[src/rtl/matmul_pkg.sv]
// Shared types, output-mode codes and the result post-processing function
// for the matrix-vector multiply engine.
package matmul_pkg;

  typedef enum logic [2:0] {
    S_IDLE,
    S_ISSUE,
    S_DRAIN,
    S_WRITE,
    S_DONE
  } state_t;

  localparam logic [1:0] MODE_THRESH   = 2'd0;
  localparam logic [1:0] MODE_SCALED   = 2'd1;
  localparam logic [1:0] MODE_RAW      = 2'd2;
  localparam logic [1:0] MODE_RAW_ALT  = 2'd3;

  localparam int unsigned POST_W = 64;

  // acc and thr arrive already sign- or zero-extended to POST_W, so a single
  // signed compare/shift serves both operand types.
  function automatic logic [POST_W-1:0] post(
    input logic signed [POST_W-1:0] acc,
    input logic signed [POST_W-1:0] thr,
    input logic                     is_signed,
    input logic [1:0]               mode,
    input logic [4:0]               shift,
    input int unsigned              width
  );
    logic signed [POST_W-1:0] shifted;
    logic signed [POST_W-1:0] hi;
    logic signed [POST_W-1:0] lo;
    logic signed [POST_W-1:0] res;
    hi      = is_signed ? (64'sd1 <<< (width - 1)) - 64'sd1 : (64'sd1 <<< width) - 64'sd1;
    lo      = is_signed ? -(64'sd1 <<< (width - 1)) : 64'sd0;
    shifted = acc >>> shift;
    res     = acc;
    case (mode)
      MODE_THRESH: res = (acc >= thr) ? 64'sd1 : 64'sd0;
      MODE_SCALED: begin
        if (shifted > hi)      res = hi;
        else if (shifted < lo) res = lo;
        else                   res = shifted;
      end
      MODE_RAW, MODE_RAW_ALT: res = acc;
      default: res = acc;
    endcase
    return res;
  endfunction

endpackage

[src/rtl/matmul_mac.sv]
// Signed/unsigned multiply-accumulate with synchronous clear and valid input.
module matmul_mac #(
  parameter int unsigned WIDTH     = 8,
  parameter int unsigned ACC_WIDTH = 20
) (
  input  logic                 clk,
  input  logic                 rst,
  input  logic                 clr,
  input  logic                 vld,
  input  logic                 is_signed,
  input  logic [WIDTH-1:0]     a,
  input  logic [WIDTH-1:0]     b,
  output logic [ACC_WIDTH-1:0] acc
);

  logic signed [WIDTH:0]     a_x;
  logic signed [WIDTH:0]     b_x;
  logic signed [2*WIDTH+1:0] prod;

  // One extra bit lets a single signed multiplier cover both operand types.
  assign a_x  = {is_signed & a[WIDTH-1], a};
  assign b_x  = {is_signed & b[WIDTH-1], b};
  assign prod = a_x * b_x;

  always_ff @(posedge clk or posedge rst) begin
    if (rst)      acc <= '0;
    else if (clr) acc <= '0;
    else if (vld) acc <= acc + ACC_WIDTH'(prod);
  end

endmodule

[src/rtl/matmul_engine.sv]
// Runtime-sized matrix-vector multiply: streams A rows and B from block RAM,
// accumulates each row and writes the post-processed result to RES RAM.
module matmul_engine
  import matmul_pkg::*;
#(
  parameter int unsigned WIDTH          = 8,
  parameter int unsigned A_DEPTH_BITS   = 9,
  parameter int unsigned B_DEPTH_BITS   = 3,
  parameter int unsigned RES_DEPTH_BITS = 6,
  parameter int unsigned MAX_M          = 64,
  parameter int unsigned MAX_N          = 8,
  parameter int unsigned ACC_WIDTH      = 20
) (
  input  logic                      clk,
  input  logic                      reset,
  input  logic                      Start,
  output logic                      Done,
  output logic                      Busy,
  output logic                      Err,
  input  logic [RES_DEPTH_BITS:0]   cfg_rows,
  input  logic [B_DEPTH_BITS:0]     cfg_cols,
  input  logic                      cfg_signed,
  input  logic [1:0]                cfg_mode,
  input  logic [ACC_WIDTH-1:0]      cfg_threshold,
  input  logic [4:0]                cfg_shift,
  output logic                      A_read_en,
  output logic [A_DEPTH_BITS-1:0]   A_read_address,
  input  logic [WIDTH-1:0]          A_read_data_out,
  output logic                      B_read_en,
  output logic [B_DEPTH_BITS-1:0]   B_read_address,
  input  logic [WIDTH-1:0]          B_read_data_out,
  output logic                      RES_write_en,
  output logic [RES_DEPTH_BITS-1:0] RES_write_address,
  output logic [WIDTH-1:0]          RES_write_data_in
);

  if ((ACC_WIDTH < 2 * WIDTH + $clog2(MAX_N)) || (ACC_WIDTH >= POST_W) ||
      (MAX_M > (1 << RES_DEPTH_BITS)) || (MAX_N > (1 << B_DEPTH_BITS)) ||
      (MAX_M * MAX_N > (1 << A_DEPTH_BITS))) begin : g_param_check
    $error("matmul_engine: inconsistent WIDTH/ACC_WIDTH/MAX_M/MAX_N/depth parameters");
  end

  state_t                    state_q, state_d;
  logic [RES_DEPTH_BITS:0]   rows_q, rows_d;
  logic [B_DEPTH_BITS:0]     cols_q, cols_d;
  logic                      signed_q, signed_d;
  logic [1:0]                mode_q, mode_d;
  logic [ACC_WIDTH-1:0]      thr_q, thr_d;
  logic [4:0]                shift_q, shift_d;
  logic [RES_DEPTH_BITS-1:0] row_q, row_d;
  logic [B_DEPTH_BITS-1:0]   k_q, k_d;
  logic [A_DEPTH_BITS-1:0]   row_base_q, row_base_d;
  logic                      busy_q, busy_d;
  logic                      done_q, done_d;
  logic                      err_q, err_d;
  logic                      vld_q;
  logic                      acc_clr;
  logic [ACC_WIDTH-1:0]      acc;
  logic signed [POST_W-1:0]  acc_ext;
  logic signed [POST_W-1:0]  thr_ext;
  logic                      cfg_bad;
  logic                      k_last;
  logic                      row_last;

  matmul_mac #(
    .WIDTH     (WIDTH),
    .ACC_WIDTH (ACC_WIDTH)
  ) u_mac (
    .clk       (clk),
    .rst       (reset),
    .clr       (acc_clr),
    .vld       (vld_q),
    .is_signed (signed_q),
    .a         (A_read_data_out),
    .b         (B_read_data_out),
    .acc       (acc)
  );

  assign cfg_bad  = (cfg_rows == '0) || (cfg_rows > (RES_DEPTH_BITS + 1)'(MAX_M)) ||
                    (cfg_cols == '0) || (cfg_cols > (B_DEPTH_BITS + 1)'(MAX_N));
  assign k_last   = ({1'b0, k_q} == cols_q - (B_DEPTH_BITS + 1)'(1));
  assign row_last = ({1'b0, row_q} == rows_q - (RES_DEPTH_BITS + 1)'(1));

  always_comb begin
    acc_ext = signed_q ? {{(POST_W - ACC_WIDTH){acc[ACC_WIDTH-1]}}, acc}
                       : {{(POST_W - ACC_WIDTH){1'b0}}, acc};
    thr_ext = signed_q ? {{(POST_W - ACC_WIDTH){thr_q[ACC_WIDTH-1]}}, thr_q}
                       : {{(POST_W - ACC_WIDTH){1'b0}}, thr_q};
  end

  always_ff @(posedge clk or posedge reset) begin
    if (reset) begin
      state_q    <= S_IDLE;
      rows_q     <= '0;
      cols_q     <= '0;
      signed_q   <= 1'b0;
      mode_q     <= '0;
      thr_q      <= '0;
      shift_q    <= '0;
      row_q      <= '0;
      k_q        <= '0;
      row_base_q <= '0;
      busy_q     <= 1'b0;
      done_q     <= 1'b0;
      err_q      <= 1'b0;
      vld_q      <= 1'b0;
    end else begin
      state_q    <= state_d;
      rows_q     <= rows_d;
      cols_q     <= cols_d;
      signed_q   <= signed_d;
      mode_q     <= mode_d;
      thr_q      <= thr_d;
      shift_q    <= shift_d;
      row_q      <= row_d;
      k_q        <= k_d;
      row_base_q <= row_base_d;
      busy_q     <= busy_d;
      done_q     <= done_d;
      err_q      <= err_d;
      vld_q      <= (state_q == S_ISSUE);
    end
  end

  always_comb begin
    state_d           = state_q;
    rows_d            = rows_q;
    cols_d            = cols_q;
    signed_d          = signed_q;
    mode_d            = mode_q;
    thr_d             = thr_q;
    shift_d           = shift_q;
    row_d             = row_q;
    k_d               = k_q;
    row_base_d        = row_base_q;
    busy_d            = busy_q;
    done_d            = done_q;
    err_d             = err_q;
    acc_clr           = 1'b0;
    A_read_en         = 1'b0;
    A_read_address    = '0;
    B_read_en         = 1'b0;
    B_read_address    = '0;
    RES_write_en      = 1'b0;
    RES_write_address = '0;
    RES_write_data_in = '0;

    case (state_q)
      S_IDLE: begin
        if (Start) begin
          rows_d   = cfg_rows;
          cols_d   = cfg_cols;
          signed_d = cfg_signed;
          mode_d   = cfg_mode;
          thr_d    = cfg_threshold;
          shift_d  = cfg_shift;
          busy_d   = 1'b1;
          if (cfg_bad) begin
            err_d   = 1'b1;
            state_d = S_DONE;
          end else begin
            row_d      = '0;
            k_d        = '0;
            row_base_d = '0;
            state_d    = S_ISSUE;
          end
        end
      end
      S_ISSUE: begin
        A_read_en      = 1'b1;
        B_read_en      = 1'b1;
        A_read_address = row_base_q + A_DEPTH_BITS'(k_q);
        B_read_address = k_q;
        if (k_last) state_d = S_DRAIN;
        else        k_d     = k_q + 1'b1;
      end
      S_DRAIN: state_d = S_WRITE;
      S_WRITE: begin
        RES_write_en      = 1'b1;
        RES_write_address = row_q;
        RES_write_data_in = WIDTH'(post(acc_ext, thr_ext, signed_q, mode_q, shift_q, WIDTH));
        acc_clr           = 1'b1;
        row_base_d        = row_base_q + A_DEPTH_BITS'(cols_q);
        k_d               = '0;
        if (row_last) begin
          state_d = S_DONE;
        end else begin
          row_d   = row_q + 1'b1;
          state_d = S_ISSUE;
        end
      end
      S_DONE: begin
        // Done rises one cycle after entering DONE; only a low Start after that re-arms IDLE.
        if (!done_q) begin
          done_d = 1'b1;
          busy_d = 1'b0;
        end else if (!Start) begin
          done_d  = 1'b0;
          err_d   = 1'b0;
          state_d = S_IDLE;
        end
      end
      default: state_d = S_IDLE;
    endcase
  end

  assign Busy = busy_q;
  assign Done = done_q;
  assign Err  = err_q;

endmodule

[config.mk]
export PLATFORM = sky130hd
export DESIGN_NAME = matmul_engine
export DESIGN_NICKNAME = d
export VERILOG_FILES = /design/src/rtl/matmul_pkg.sv /design/src/rtl/matmul_mac.sv /design/src/rtl/matmul_engine.sv
export SDC_FILE = /design/constraint.sdc
export NUM_CORES = 1
export LEC_CHECK = 0
export BUFFER_PORTS_ARGS = -buffer_cell sky130_fd_sc_hd__buf_2
export CAP_MARGIN = 20
export CORE_MARGIN = 3
export CORE_UTILIZATION = 25
export CTS_CLUSTER_DIAMETER = 120
export DETAILED_ROUTE_END_ITERATION = 8
export GPL_TIMING_DRIVEN = 0
export SYNTH_ARGS = -nofsm -noshare
export SYNTH_HDL_FRONTEND = slang
export SYNTH_SLANG_ARGS = --single-unit
[constraint.sdc]
create_clock -name clk -period 6.6 [get_ports clk]
set_clock_uncertainty 0.05 [all_clocks]
set_input_delay 0.66 -clock clk [delete_from_list [all_inputs] [get_ports clk]]
set_output_delay 0.66 -clock clk [all_outputs]
set_load 0.05 [all_outputs]
==> metrics.txt, run 1 <==
Sink Count 84; XOR/XNOR share of the synthesized area 5.22%; Setup CP Type reg -> reg; sequential share of the synthesized area 20.5%; share of the synthesized area in the top cell type 20.5%; leading area contributor after synthesis dfrtp_1; dominant synthesized flop cell dfrtp_1; element type at the critical path start flop; post-synthesis instance total 1,151; DR DRC count 0; initial antenna violation count 1; Total GRT Usage 12.7%; unrepaired setup endpoints after global routing yes; Initial Utilization 25.5%; slew margin rel. 35.1%; number of synthesized flops with an enable pin 0; Ys Warns 0; Post-Synth Adder-Cell Area 27.0%; post-synthesis mux area share 8.35%; Worst Tran Pin Value 0.970 ns; worst skew pair latency 0.35 ns; core area 40,100 um2; Synth Area in Simple Gates 18.0%; Final WS setup -0.0847 ns; clock transition at the registers of the reported paths 0.07 ns; fin. max-slew vios 0; nature of the critical path endpoint flop; antenna diode count 0; Die ar. 43,400 um2; DR pass1 iterations 5; worst endpoint data arrival time 6.86 ns; vias in the first global route 8,593; crit-path most repeated cell fa_1; grt total ovfl 0; routed via count 8,595; vias per cell 4.80; post-synthesis net count 1,386; largest fanout on the critical path 6; pre-CTS WS -0.821 ns; #FFs+latches synth 84; syn_area_per_cell 8.89 um2; Wirelength per Cell 15.5 um; first-pass GRT wire length 45.5 mm; Mapped Area 10,200 um2; Compound-Gate Fraction of Synth Area 14.0%; Max-Cap Viols 0; # nets final 1,496; GP Congestion 0.913; pin count of the biggest net entering global routing 57; CTS tree done; CP max stage cell fa_1; Period Utilization, post-route 101%; count of cell types in the netlist 75; Hold WC Path Type in -> async; WL final 27.7 mm; post-route minimum period 6.68 ns; Initial DRC Count 474; Clock H-tree levels 3; I/O Buffers 81; Layout area overhead 18.2%; Max Fclk 150 MHz; Post-CTS Hold Fix Bufs 0; Crit path largest cell delay 0.54 ns; Site Rows 73; combinational family with the most area after synthesis adder cells; Die Height 208 um; layout cells sized above 1 17.9%; R2R depth 27; TritonCTS buffer count 9; CTS root buffer clkbuf_16; clk buf depth 2; Hold Vio Cnt, Final 0; Crit. Startpoint signed_q; worst path required time 6.78 ns; Detail Route Antenna Nets 0; reg2reg start signed_q; Fillers 4,166; Commonest cells post-synth inv_1 (128), nand2_1 (108), ha_1 (104), nor2_1 (96), dfrtp_1 (84); cell with the most instances after synthesis inv_1; status finished, violations left; Post-synth ARST share 100%; failing checks setup timing; Die Span X 208 um; # setup viols final 1; synth top area cells dfrtp_1 (21%), fa_1 (14%), ha_1 (13%); dpl hpwl 22.2 mm; Ports 90
==> worst max-delay path, delay by kind of cell (launching register included) <==
| kind | cells | cell delay, ns |
|---|---|---|
| AND/OR/NAND/NOR | 5 | 0.86 |
| flip-flops | 1 | 0.38 |
| buffers and inverters | 5 | 0.33 |
| AO/OA/AOI/OAI | 8 | 1.46 |
| XOR/XNOR | 2 | 0.30 |
| adder cells (fa/ha/maj) | 7 | 3.17 |
==> final timing paths <==
kind	end	slack, ns
worst max-delay path	u_mac.acc[19]	-0.08
worst min-delay path	Busy	0.25
worst max register to register	u_mac.acc[19]	-0.08
worst min register to register	row_base_q[2]	0.47
max in group asynchronous	thr_q[6]	5.62
min in group clk	row_base_q[2]	0.47
==> stage by stage <==
| stage | instances | area [um2] | util, % | setup TNS [ns] | hold WS [ns] |
|---|---|---|---|---|---|
| finish | 1791 | 12100 | 30.2 | -0.0847 | 0.255 |
| global route | 1791 | 12100 | 30.2 | -0.692 | 0.284 |
| detailed placement | 1758 | 11400 | 28.4 | -2.50 | 0.459 |
| floorplan | 1151 | 10300 | - | 0 | 0.426 |
| global placement | 1757 | 11400 | 28.3 | -1.91 | 0.457 |
| CTS | 1780 | 11800 | 29.5 | -0.107 | 0.264 |
==> final cells by class <==
| cell class | count | area (um2) | area share, % |
|---|---|---|---|
| flip-flops and latches | 84 | 2100 | 17.4 |
| clock inverters | 6 | 93.8 | 0.776 |
| clock buffers | 10 | 239 | 1.98 |
| repair buffers | 99 | 586 | 4.84 |
| multi-input cells | 893 | 7660 | 63.4 |
| well taps | 525 | 657 | 5.43 |
| plain buffers | 44 | 264 | 2.18 |
| inverters | 130 | 490 | 4.05 |
==> cells by family (layout without fill, tap and decap cells) <==
group / after synthesis / in the layout
simple gates: 377 / 377
compound gates: 217 / 217
fa+ha+maj: 177 / 177
buf+inv: 174 / 289
flops: 84 / 84
xor+xnor: 61 / 61
mux: 61 / 61
==> timing repair <==
action / 4_1_cts / 5_1_grt
gates resized for setup: 14 / 37
endpoints found under the setup margin: 6 / 4
pin swaps: 10 / 29
buffers inserted: 6 / 11
==> cells in the final DEF (no fill, tap or decap), types with 33 or more instances in the layout <==
cell type  instances
buf_2             86
inv_1            123
a21oi_1           40
nor2_1            93
dfrtp_1           83
o21ai_0           65
and2_1            48
xnor2_1           33
fa_1              71
ha_1             100
nand2_1          106
==> flip-flops by register name (all words and copies together) (netlist names) <==
register,count
Done,1
row_q,6
shift_q,5
thr_q,20
u_mac.acc,20
k_q,3
Err,1
vld_q,1
row_base_q,9
cols_q,4
rows_q,7
mode_q,2
Busy,1
state_q,3
signed_q,1
==> routing by layer <==
layer / vias up / part of all wire, % / track usage (%)
met5: - / 0.043 / 0
met3: 28 / 3.5 / 1.36
li1: 4172 / - / -
met4: 2 / 1.7 / 3.39
met1: 4239 / 47 / 17.7
met2: 154 / 48 / 21.1
Power of run 1 is not shown: default switching activity piles up to over one toggle a cycle in this logic, so the estimate is an artifact.
==> run 2: changes to the inputs <==
--- a/config.mk
+++ b/config.mk
@@ -12,6 +12,7 @@
 export CTS_CLUSTER_DIAMETER = 120
 export DETAILED_ROUTE_END_ITERATION = 8
 export GPL_TIMING_DRIVEN = 0
+export SETUP_SLACK_MARGIN = 0.02
 export SYNTH_ARGS = -nofsm -noshare
 export SYNTH_HDL_FRONTEND = slang
 export SYNTH_SLANG_ARGS = --single-unit
==> run 2 against run 1 <==
The flow now finishes without violations. Final cell count up 0.22%. Via count up 0.93%. Worst setup slack better by 0.14 ns. Utilization down 0.33 points. Critical path depth down 1. Flip-flop and latch count unchanged. Final area down 1.1%. Global-route usage up 0.099 points. Clock-buffer cell count up 1. Register-to-register slack better by 0.14 ns.
==> metrics.txt, run 2 (synthesized netlist as in run 1, its figures left out) <==
Setup TNS 0 ns; DR pass1 iterations 5; largest fanout on the critical path 7; M1 wire length 12.7 mm; slew margin rel. 28.8%; post-route minimum period 6.54 ns; WL final 27.9 mm; Max Fclk 153 MHz; layout cells sized above 1 17.7%; commonest non-fill, non-tap cells in the layout inv_1 (123), nand2_1 (106), ha_1 (101), nor2_1 (93), buf_2 (85); Die Height 208 um; Clock H-tree levels 3; Period Utilization, post-route 99.1%; Wirelength per Cell 15.6 um; Hold Vio Cnt, Final 0; met3 WL post-DR 1.18 mm; pin count of the biggest net entering global routing 55; initial antenna violation count 1; final core utilization 29.8%; Die Span X 208 um; status complete, no violations; GP Congestion 0.898; grt total ovfl 0; CTS root buffer clkbuf_16; first-pass GRT wire length 45.7 mm; Worst Tran Pin Value 1.06 ns; Sink Count 84; dpl hpwl 22.4 mm; Post-CTS Hold Fix Bufs 0; Hold WC Path Type in -> async; core area 40,100 um2; worst path required time 6.78 ns; Ports 90; Layout area overhead 16.9%; CTS tree done; Top Registers thr_q x20, u_mac.acc x20, row_base_q x9; # nets final 1,500; element type at the critical path start flop; Layout Cells excl Fill 1,795; vias per cell 4.83; met2 wire length 13.3 mm; Final Cell Area 12,000 um2; unrepaired setup endpoints after global routing yes; antenna diode count 0; Die ar. 43,400 um2; worst endpoint data arrival time 6.73 ns; routed via count 8,675; dpl cell area 11,400 um2; DR DRC count 0; worst skew pair latency 0.34 ns; I/O Buffers 81; TritonCTS buffer count 9; Initial Utilization 25.5%; Max-Cap Viols 0; # setup viols final 0; clk buf depth 2; Inst Count DP 1,758; Total GRT Usage 12.8%; Initial DRC Count 565; vias in the first global route 8,592; fin. max-slew vios 0; clock transition at the registers of the reported paths 0.07 ns; nature of the critical path endpoint flop; DR top layer met5; most common cell after layout, fill and taps aside inv_1; Detail Route Antenna Nets 0; Setup CP Type reg -> reg; Site Rows 73
[run 2: per-layer routing]
metal	vias up	track usage, %
met4	2	4.02
li1	4181	-
met5	-	0
met3	43	1.60
met2	193	21.0
met1	4256	17.7
[run 2: per-stage QoR]
step,setup WS (ns),hold WS (ns)
after floorplan,0.0265,0.426
after global placement,-0.661,0.460
after detailed placement,-0.750,0.467
after CTS,-0.0566,0.274
after global routing,-0.228,0.297
final,0.0585,0.269
[run 2: area by class of cell]
class,count,area (um2)
clock inverters,5,60.1
fillers,4195,28100
well taps,525,657
multi-input cells,893,7560
repair buffers,103,598
clock buffers,11,233
inverters,130,490
plain buffers,44,267
flip-flops and latches,84,2100
[run 2: worst paths after layout]
check / from / endpoint / slack [ns] / cells after the start
max in group asynchronous: reset / u_mac.acc[12] / 5.60 / 3
min in group clk: rows_q[5] / rows_q[5] / 0.48 / 1
setup / recovery: signed_q / u_mac.acc[19] / 0.06 / 26
hold / removal: reset / k_q[2] / 0.27 / 2
hold reg to reg: rows_q[5] / rows_q[5] / 0.48 / 1
setup reg to reg: signed_q / u_mac.acc[19] / 0.06 / 26
[run 2: timing repair]
action	CTS	global route
gates cloned	0	1
setup buffers	3	17
endpoints found under the setup margin	6	4
pin swaps	5	7
resized for setup	13	27
[run 2: worst max-delay path, cell delays in order, from the launching register on]
cell and delay, ns:
dfrtp_2 0.39, clkbuf_16 0.17, nand2_8 0.07, or2_4 0.23, fa_1 0.46, fa_1 0.51, inv_2 0.04, fa_1 0.45
fa_1 0.53, inv_2 0.04, fa_1 0.51, inv_2 0.05, ha_4 0.24, o21ai_1 0.14, nor2_2 0.07, o41ai_2 0.34
o21bai_1 0.12, xor2_1 0.16, ha_1 0.34, a211o_1 0.36, nor2b_1 0.12, nor2_1 0.07, a31o_2 0.26, a41oi_2 0.22
xnor2_2 0.16, a211oi_1 0.09, a31o_2 0.23
Power of run 2 is left out for the same reason.
==> run 3: changes to the inputs <==
==> constraint.sdc (replaced) <==
create_clock -name clk -period 8.3 [get_ports clk]
set_clock_uncertainty 0.05 [all_clocks]
set_input_delay 0.83 -clock clk [delete_from_list [all_inputs] [get_ports clk]]
set_output_delay 0.83 -clock clk [all_outputs]
set_load 0.05 [all_outputs]
==> run 3 against run 2 <==
Global-route usage is 0.23 points lower. Flip-flop and latch count stayed put. Critical endpoint unchanged. Final area is 2.9% lower. Die area stayed put. Via count is 1.6% lower. Register-to-register slack better by 0.40 ns. Largest cell class unchanged. Utilization is 0.86 points lower.
==> metrics.txt, run 3 (synthesized netlist as in run 1, its figures left out) <==
Max-Cap Viols 0; reg2reg start signed_q; core area 40,100 um2; clk buf depth 2; # nets final 1,479; register area 2100 um2; grt total ovfl 0; Setup TNS 0 ns; crit path buf inv count 5; layout cells sized above 1 13.6%; Layout area overhead 13.5%; routed via count 8,532; Sink Count 84; Final WS setup 0.454 ns; element type at the critical path start flop; clock transition at the registers of the reported paths 0.07 ns; initial antenna violation count 1; CP max stage cell fa_1; Hold WC Path Type in -> async; Crit path largest cell delay 0.55 ns; dpl hpwl 22.3 mm; Setup CP Type reg -> reg; GP Congestion 0.922; DR DRC count 0; first-pass GRT wire length 45.3 mm; worst endpoint data arrival time 8.03 ns; pin count of the biggest net entering global routing 55; Clock H-tree levels 3; slew margin rel. 39.0%; Total GRT Usage 12.6%; Die ar. 43,400 um2; Site Rows 73; Die Height 208 um; TritonCTS buffer count 9; antenna diode count 0; worst skew pair latency 0.34 ns; setup slack, reg-to-reg 0.45 ns; final core utilization 29.0%; Critical Path Stages 27; crit-path most repeated cell fa_1; WL final 27.5 mm; vias per cell 4.81; Worst Tran Pin Value 0.911 ns; Post-CTS Hold Fix Bufs 0; CTS tree done; pre-CTS WS -0.0771 ns; post-route minimum period 7.85 ns; # setup viols final 0; R2R depth 27; Die Span X 208 um; commonest non-fill, non-tap cells in the layout inv_1 (127), nand2_1 (107), ha_1 (104), nor2_1 (96), buf_2 (85); Wirelength per Cell 15.5 um; Period Utilization, post-route 94.5%; Hold Vio Cnt, Final 0; nature of the critical path endpoint flop; top cell family by delay on the critical path adder cells; Initial Utilization 25.5%; I/O Buffers 81; status complete, no violations; worst path required time 8.48 ns; area of the multi-input gates 7430 um2; unrepaired setup endpoints after global routing no; CTS root buffer clkbuf_16; Detail Route Antenna Nets 0; Fillers 4,206; Initial DRC Count 442; DR pass1 iterations 6; Post-CTS Repair Setup Buffers 0; most common cell after layout, fill and taps aside inv_1; Ports 90; Top Registers thr_q x20, u_mac.acc x20, row_base_q x9; Reg-to-Reg End u_mac.acc[19]; fin. max-slew vios 0; Max Fclk 127 MHz; vias in the first global route 8,590; largest fanout on the critical path 10
## run 3: final cells by class
class / count / area share [%]
Buffer: 44 / 1.93
Clock buffer: 10 / 2.06
Clock inverter: 6 / 0.398
Inverter: 130 / 4.22
Multi-Input combinational cell: 893 / 63.9
Sequential cell: 84 / 18.1
Tap cell: 525 / 5.65
Timing Repair Buffer: 82 / 3.73
## run 3: how the worst max path moves through the flow
| stage | from | to |
|---|---|---|
| after floorplan | B_read_data_out[7] | u_mac.acc[19] |
| after detailed placement | signed_q | u_mac.acc[19] |
| after CTS | signed_q | u_mac.acc[19] |
| final | signed_q | u_mac.acc[19] |
| after global placement | signed_q | u_mac.acc[19] |
| after global routing | signed_q | u_mac.acc[19] |
## run 3: layer usage
metal | routed length (um) | part of all wire [%] | GRT usage [%]
met5 | 9 | 0.033 | 0
met4 | 491 | 1.8 | 3.12
met3 | 1150 | 4.2 | 2.13
met2 | 13300 | 48 | 21.3
met1 | 12600 | 46 | 16.8
## run 3: repair_timing
| action | CTS | global route |
|---|---|---|
| endpoints found under the setup margin | 1 | 1 |
| gates resized for setup | 1 | 1 |
| hold endpoints to repair | 0 | 0 |
## run 3: per-stage QoR
stage | cell area [um2] | std cells | hold WS, ns
2_1_floorplan | 10200 | 1151 | 0.426
3_3_place_gp | 11300 | 1757 | 0.458
3_5_place_dp | 11300 | 1758 | 0.463
4_1_cts | 11600 | 1774 | 0.477
5_1_grt | 11600 | 1774 | 0.477
6_report | 11600 | 1774 | 0.465
Power of run 3 is left out for the same reason.
